`src/rtl/uart_baud_gen.sv`:
```
// Oversample strobe generator for the 8051 serial port.
// Also holds the TH1 auto-reload baud timer and the rxd synchronizer.
module uart_baud_gen #(
    parameter logic [7:0] TH1_ADDR = 8'h8D,
    parameter int PRESCALE = 12,
    parameter int M0_DIV = 12
) (
    input  logic       clk,
    input  logic       rst,
    input  logic [7:0] ab,
    input  logic [7:0] db_w,
    input  logic       wrn,
    input  logic [7:0] scon,
    input  logic       smod,
    input  logic       tr1,
    input  logic       rxd,
    output logic       rxd_s,
    output logic       div_clk,
    output logic       t1_ovf,
    output logic [7:0] th1
);
    localparam int PW = (PRESCALE > 1) ? $clog2(PRESCALE) : 1;
    localparam int MW = (M0_DIV > 1) ? $clog2(M0_DIV) : 1;
    localparam logic [PW-1:0] PRE_LAST = PW'(PRESCALE - 1);
    localparam logic [MW-1:0] M0_LAST = MW'(M0_DIV - 1);

    logic          sync1;
    logic [1:0]    sm;
    logic [1:0]    sm_q;
    logic          smod_q;
    logic          chg;
    logic [MW-1:0] m0_cnt;
    logic [1:0]    m2_cnt;
    logic [1:0]    m2_last;
    logic [PW-1:0] pre_cnt;
    logic [7:0]    tl;
    logic          tog;
    logic          tick;
    logic          scon_unused;

    assign sm          = scon[7:6];
    assign scon_unused = ^scon[5:0];
    assign chg         = (sm != sm_q) || (smod != smod_q);
    assign m2_last     = smod ? 2'd1 : 2'd3;
    assign tick        = tr1 && (pre_cnt == PRE_LAST);

    always_ff @(posedge clk or posedge rst) begin
        if (rst) begin
            sync1   <= 1'b1;
            rxd_s   <= 1'b1;
            sm_q    <= 2'b00;
            smod_q  <= 1'b0;
            th1     <= 8'h00;
            tl      <= 8'h00;
            m0_cnt  <= '0;
            m2_cnt  <= 2'd0;
            pre_cnt <= '0;
            tog     <= 1'b0;
            div_clk <= 1'b0;
            t1_ovf  <= 1'b0;
        end else begin
            sync1   <= rxd;
            rxd_s   <= sync1;
            sm_q    <= sm;
            smod_q  <= smod;
            div_clk <= 1'b0;
            t1_ovf  <= 1'b0;
            if (!wrn && (ab == TH1_ADDR)) begin
                th1 <= db_w;
            end
            // A mode change restarts every divider so no runt strobe escapes
            if (chg) begin
                m0_cnt  <= '0;
                m2_cnt  <= 2'd0;
                pre_cnt <= '0;
                tog     <= 1'b0;
                tl      <= th1;
            end else begin
                unique case (sm)
                    2'b00: begin
                        m0_cnt  <= (m0_cnt == M0_LAST) ? '0 : m0_cnt + 1'b1;
                        div_clk <= (m0_cnt == M0_LAST);
                    end
                    2'b10: begin
                        m2_cnt  <= (m2_cnt == m2_last) ? 2'd0 : m2_cnt + 2'd1;
                        div_clk <= (m2_cnt == m2_last);
                    end
                    default: begin
                        if (tr1) begin
                            pre_cnt <= (pre_cnt == PRE_LAST) ? '0 : pre_cnt + 1'b1;
                        end
                        if (tick) begin
                            if (tl == 8'hFF) begin
                                tl      <= th1;
                                t1_ovf  <= 1'b1;
                                tog     <= ~tog;
                                div_clk <= smod | tog;
                            end else begin
                                tl <= tl + 8'd1;
                            end
                        end
                    end
                endcase
            end
        end
    end
endmodule

```
`config.mk`:
```
export PLATFORM = sky130hd
export DESIGN_NAME = uart_baud_gen
export DESIGN_NICKNAME = d
export VERILOG_FILES = /design/src/rtl/uart_baud_gen.sv
export SDC_FILE = /design/constraint.sdc
export NUM_CORES = 1
export LEC_CHECK = 0
export CELL_PAD_IN_SITES_DETAIL_PLACEMENT = 1
export CELL_PAD_IN_SITES_GLOBAL_PLACEMENT = 2
export CORE_ASPECT_RATIO = 1.5
export CORE_MARGIN = 1
export CORE_UTILIZATION = 32
export DETAILED_ROUTE_END_ITERATION = 10
export GPL_TIMING_DRIVEN = 0
export PLACE_DENSITY = 0.9
export SYNTH_ARGS = -nofsm -noshare
export SYNTH_HDL_FRONTEND = slang
export SYNTH_SLANG_ARGS = --single-unit
```
`constraint.sdc`:
```
create_clock -name clk -period 5.5 [get_ports clk]
set_clock_uncertainty 0.2 [all_clocks]
set_input_delay 1.1 -clock clk [delete_from_list [all_inputs] [get_ports clk]]
set_output_delay 1.1 -clock clk [all_outputs]
set_load 0.01 [all_outputs]
```
==> impl.org <==
** Setup path
- FF-to-FF End :: tl[4]
- Biggest cell delay along the critical path :: 490 ps
- Flop2flop setup slack :: 3560 ps
- Broken down by cell family, the worst path's largest delay share belongs to simple AND/OR/NAND/NOR gates.
- STA classifies the critical path startpoint as an input port.
- Worst reg2reg path startpoint :: pre_cnt[0]
- Data arrival, critical path :: 2770 ps
- Depth of the worst register-to-register path :: 6
- The worst setup path is captured at a flop.
- Worst Path Buf+Inv :: 2
- At the worst endpoint, the required time is 5460 ps.
- The slowest stage of the critical path is the nor4_1 cell.
- Along the worst path, the maximum fanout reaches 8.
- CP cell instances :: clkdlybuf4s50_1 > buf_4 > nand2_1 > nor4_1 > nor4b_1 > a211oi_1
- The critical path is of the in -> reg type.

** Synthesis
- Synth cell types :: 41
- Synthesized-area fraction occupied by adder cells :: 0.0221
- Count of mapped cells out of synthesis :: 166
- Cell area after synthesis :: 1700 um^2
- Main combinational cell family by area after synthesis :: simple AND/OR/NAND/NOR gates
- By area the synthesized netlist is led by dfrtp_1, mux2_2, a21oi_1.
- Area fraction in and, or, nand and nor cells after synthesis :: 0.207
- Xor and xnor area share after synthesis :: 0.0310
- Yosys top cell area share :: 0.472
- Yosys warning count :: 0
- Measured against the total synthesized area, the mux share comes to 0.0657.
- In the synthesized netlist the dominant register cell turns out to be dfrtp_1.
- Each instance of the synthesized netlist takes up on average 10.2 um^2.
- Fraction of the mapped netlist area in compound gates :: 0.141
- Counting flops and latches in the post-synthesis netlist gives 34.
- The synthesized design contains 0 enable-type register cells.
- When the netlist entered floorplanning its net count stood at 199.
- Top cell type by total area after synthesis :: dfrtp_1
- Part of the Yosys area used for sequential elements :: 0.503
- After synthesis, the share of flip-flops with an asynchronous set or reset is 1.00.

** Place
- At the end of routability-driven placement, the weighted congestion stood at 0.755.
- Final HPWL DP :: 2.95 mm
- In this run, placement finished with an instance count of 268.
- Count of input and output buffers :: 34
- The placed instances occupy a cell area of 2120 um^2.

** Power
- Of the total power, the clock network draws 0.402.
- Summed over all nets, the switching power comes to 0.000127 W.
- VDD sags by at most 149 uV.
- Dividing total power by cell area gives a power density of 250 nW/um^2.
- Of the total power, registers draw 0.483.
- Total Power Consumption :: 0.000558 W
- Static power due to leakage :: 0.903 nW
- Part of the total power dissipated in combinational logic :: 0.115
- Proportion of total power due to net switching :: 0.228
- The internal power of the cells totals 0.000430 W.

** Drt
- First-iteration detailed-routing DRC count :: 55
- The routed design has 3.98 mm of wire.
- Detailed routing inserted a total of 1426 vias.
- After detailed routing, the number of remaining DRC violations is 0.
- In the routed layout, each cell is associated on average with a via count of 5.17.
- In this run the remaining antenna-violating nets after routing total 0.
- Routed wire length per instance :: 14.4 um
- Initial DRT Pass Iterations :: 4

** Clock tree
- Clock Tree Root :: clkbuf_8
- Resized Gates After CTS :: 0
- The clock drives 34 sinks.
- Post CTS Setup Buffer Count :: 0
- The later pin in the worst-skew pair is clocked with a latency of 280 ps.
- After clock tree synthesis, the clock-pin slew on the worst setup and hold paths is 70 ps.
- Hold repair after CTS inserted 0 buffers.
- CTS tree :: done
- In this run the deepest clock path goes through 2 buffers.
- In this run, CTS created clock tree buffers numbering 5.
- The clock tree synthesis step divided the H-tree into 2 levels.

** Global routing
- For this run, the total global-route usage over all layers was measured as 0.166.
- The first global-routing pass estimated 6.95 mm of wire.
- After global routing the overflow that remains totals 0.
- Initial antenna violation count :: 0
- Entering global routing, the biggest net connects 35 pins.
- The via count of the first global-routing pass came to 1569.

** Final layout
- Measured on the finished design, the core utilization comes to 0.435.
- Post-route insts no fill :: 276
- Compared with the post-synthesis result, the final layout area differs by 31.4%.
- Final Net Count :: 240
- Filler cell count :: 612
- Total inserted antenna cells :: 0
- After routing the design area is 2230 um^2.
- Of the cells placed in the final design, the portion with a size suffix greater than 1 is 0.130.

** Timing
- The routed design could run at a clock period as short as 2810 ps.
- The final number of hold-violating endpoints came to 0.
- For the pin with the worst max-slew slack, the measured transition is 727 ps.
- Max-slew violations :: 0
- Setup violations remaining at the end of the flow were counted as 0.
- Fraction of the cycle the final worst path needs :: 0.512
- Setup repair after global routing left no endpoint under its margin.
- Headroom to the max-slew limit :: 0.515
- Total negative slack :: 0 ps
- Derived from the worst setup path, the maximum achievable clock frequency is 355 MHz.

** Hold path
- HP Start :: sync1
- Number of cells on the worst hold path :: 0
- Worst Hold Endpoint :: rxd_s
- Worst min-delay path class :: reg -> reg

** Floorplanning
- Horizontal die dimension :: 61.4 um
- Height of the die :: 91.1 um
- Area of the core :: 5120 um^2
- Initial Utilization :: 0.331
- In this run the count of I/O pins placed on the die edge is 41.
- After floorplanning, the core was divided into 32 placement rows.
- Die outline area :: 5600 um^2

** Run status
- The run finished with clean final reports.

** Run
- The tool flagged a number of max-cap violations equal to 0.
==> worst reg2reg max path, delay by kind of cell, from the launching register on <==
kind                     cells  cell delay [ps]
buffers and inverters        1              160
AO/OA/AOI/OAI                2              370
AND/OR/NAND/NOR              2              420
flip-flops                   1              420
adder cells (fa/ha/maj)      1              260
==> registers in the layout (all words and copies together), names as in the netlist <==
register	cells
tl	8
smod_q	1
m2_cnt	2
div_clk	1
tog	1
th1	8
pre_cnt	4
rxd_s	1
m0_cnt	4
t1_ovf	1
sm_q	2
sync1	1
==> logic make-up after synthesis <==
logic type	count (synthesis)
simple gates	64
compound gates	38
flops	34
buf+inv	11
mux	10
xor+xnor	6
fa+ha+maj	3
==> how the worst max path moves through the flow <==
stage             from     end  slack [ps]  cells past startpoint
2_1_floorplan    ab[4]  th1[0]        3000                      4
3_3_place_gp   scon[7]   tl[5]        2430                      6
3_5_place_dp   scon[7]   tl[5]        2370                      6
4_1_cts        scon[7]   tl[5]        2670                      6
5_1_grt        scon[7]   tl[5]        2560                      6
6_report       scon[6]   tl[5]        2690                      6
==> power groups by stage <==
stage | Clock, W | Combinational [W] | Sequential (W)
finish | 0.000224 | 0.0000643 | 0.000269
floorplan | 0 | 0.0000306 | 0.000273
global route | 0.000239 | 0.0000709 | 0.000270
global placement | 0 | 0.0000640 | 0.000273
detailed placement | 0 | 0.0000651 | 0.000274
CTS | 0.000230 | 0.0000657 | 0.000269
==> per-layer routing <==
| layer | GRT usage | up-vias | wire length, um |
|---|---|---|---|
| li1 | - | 682 | - |
| met1 | 0.174 | 704 | 1530 |
| met2 | 0.307 | 34 | 2230 |
| met3 | 0.0342 | 6 | 159 |
| met4 | 0.0611 | 0 | 65 |
| met5 | 0 | - | 0 |
==> synthesized netlist by cell type (all sizes together), types with 2 or more instances <==
cell    count
nand3       6
a21oi      12
a311oi      2
inv         5
nor4        2
a41oi       2
dfrtp      32
ha          3
dfstp       2
nor4b       2
buf         5
nand4       3
and3        2
mux2        9
xnor2       5
or3         3
and2        3
nor2       13
nand2      15
a21o        3
nor3        8
o21ai      11
nand3b      4
==> metrics by stage <==
| stage | hold WS (ps) | worst slack (ps) |
|---|---|---|
| floorplan | 145 | 3000 |
| global placement | 146 | 2430 |
| detailed placement | 150 | 2370 |
| CTS | 160 | 2670 |
| global route | 165 | 2560 |
| finish | 160 | 2690 |
==> cells in the final DEF (no fill, tap or decap), types with 5 or more instances in the layout <==
cell type,instances
nand2_1,15
nand3_1,5
nor2_1,13
dfrtp_1,32
mux2_2,9
clkdlybuf4s50_1,34
o21ai_0,11
nor3_1,7
clkbuf_8,5
a21oi_1,12
xnor2_1,5
==> layout make-up <==
cell class              count  area (um^2)  share of cell area
clock buffers               7         76.3              0.0343
repair buffers             34          340               0.153
multi-input cells         121          791               0.355
well taps                  68         85.1              0.0382
inverters                   5         18.8             0.00843
flip-flops and latches     34          853               0.383
clock inverters             1         30.0              0.0135
plain buffers               6         32.5              0.0146
Note: power is estimated with default switching activity, not from simulation.
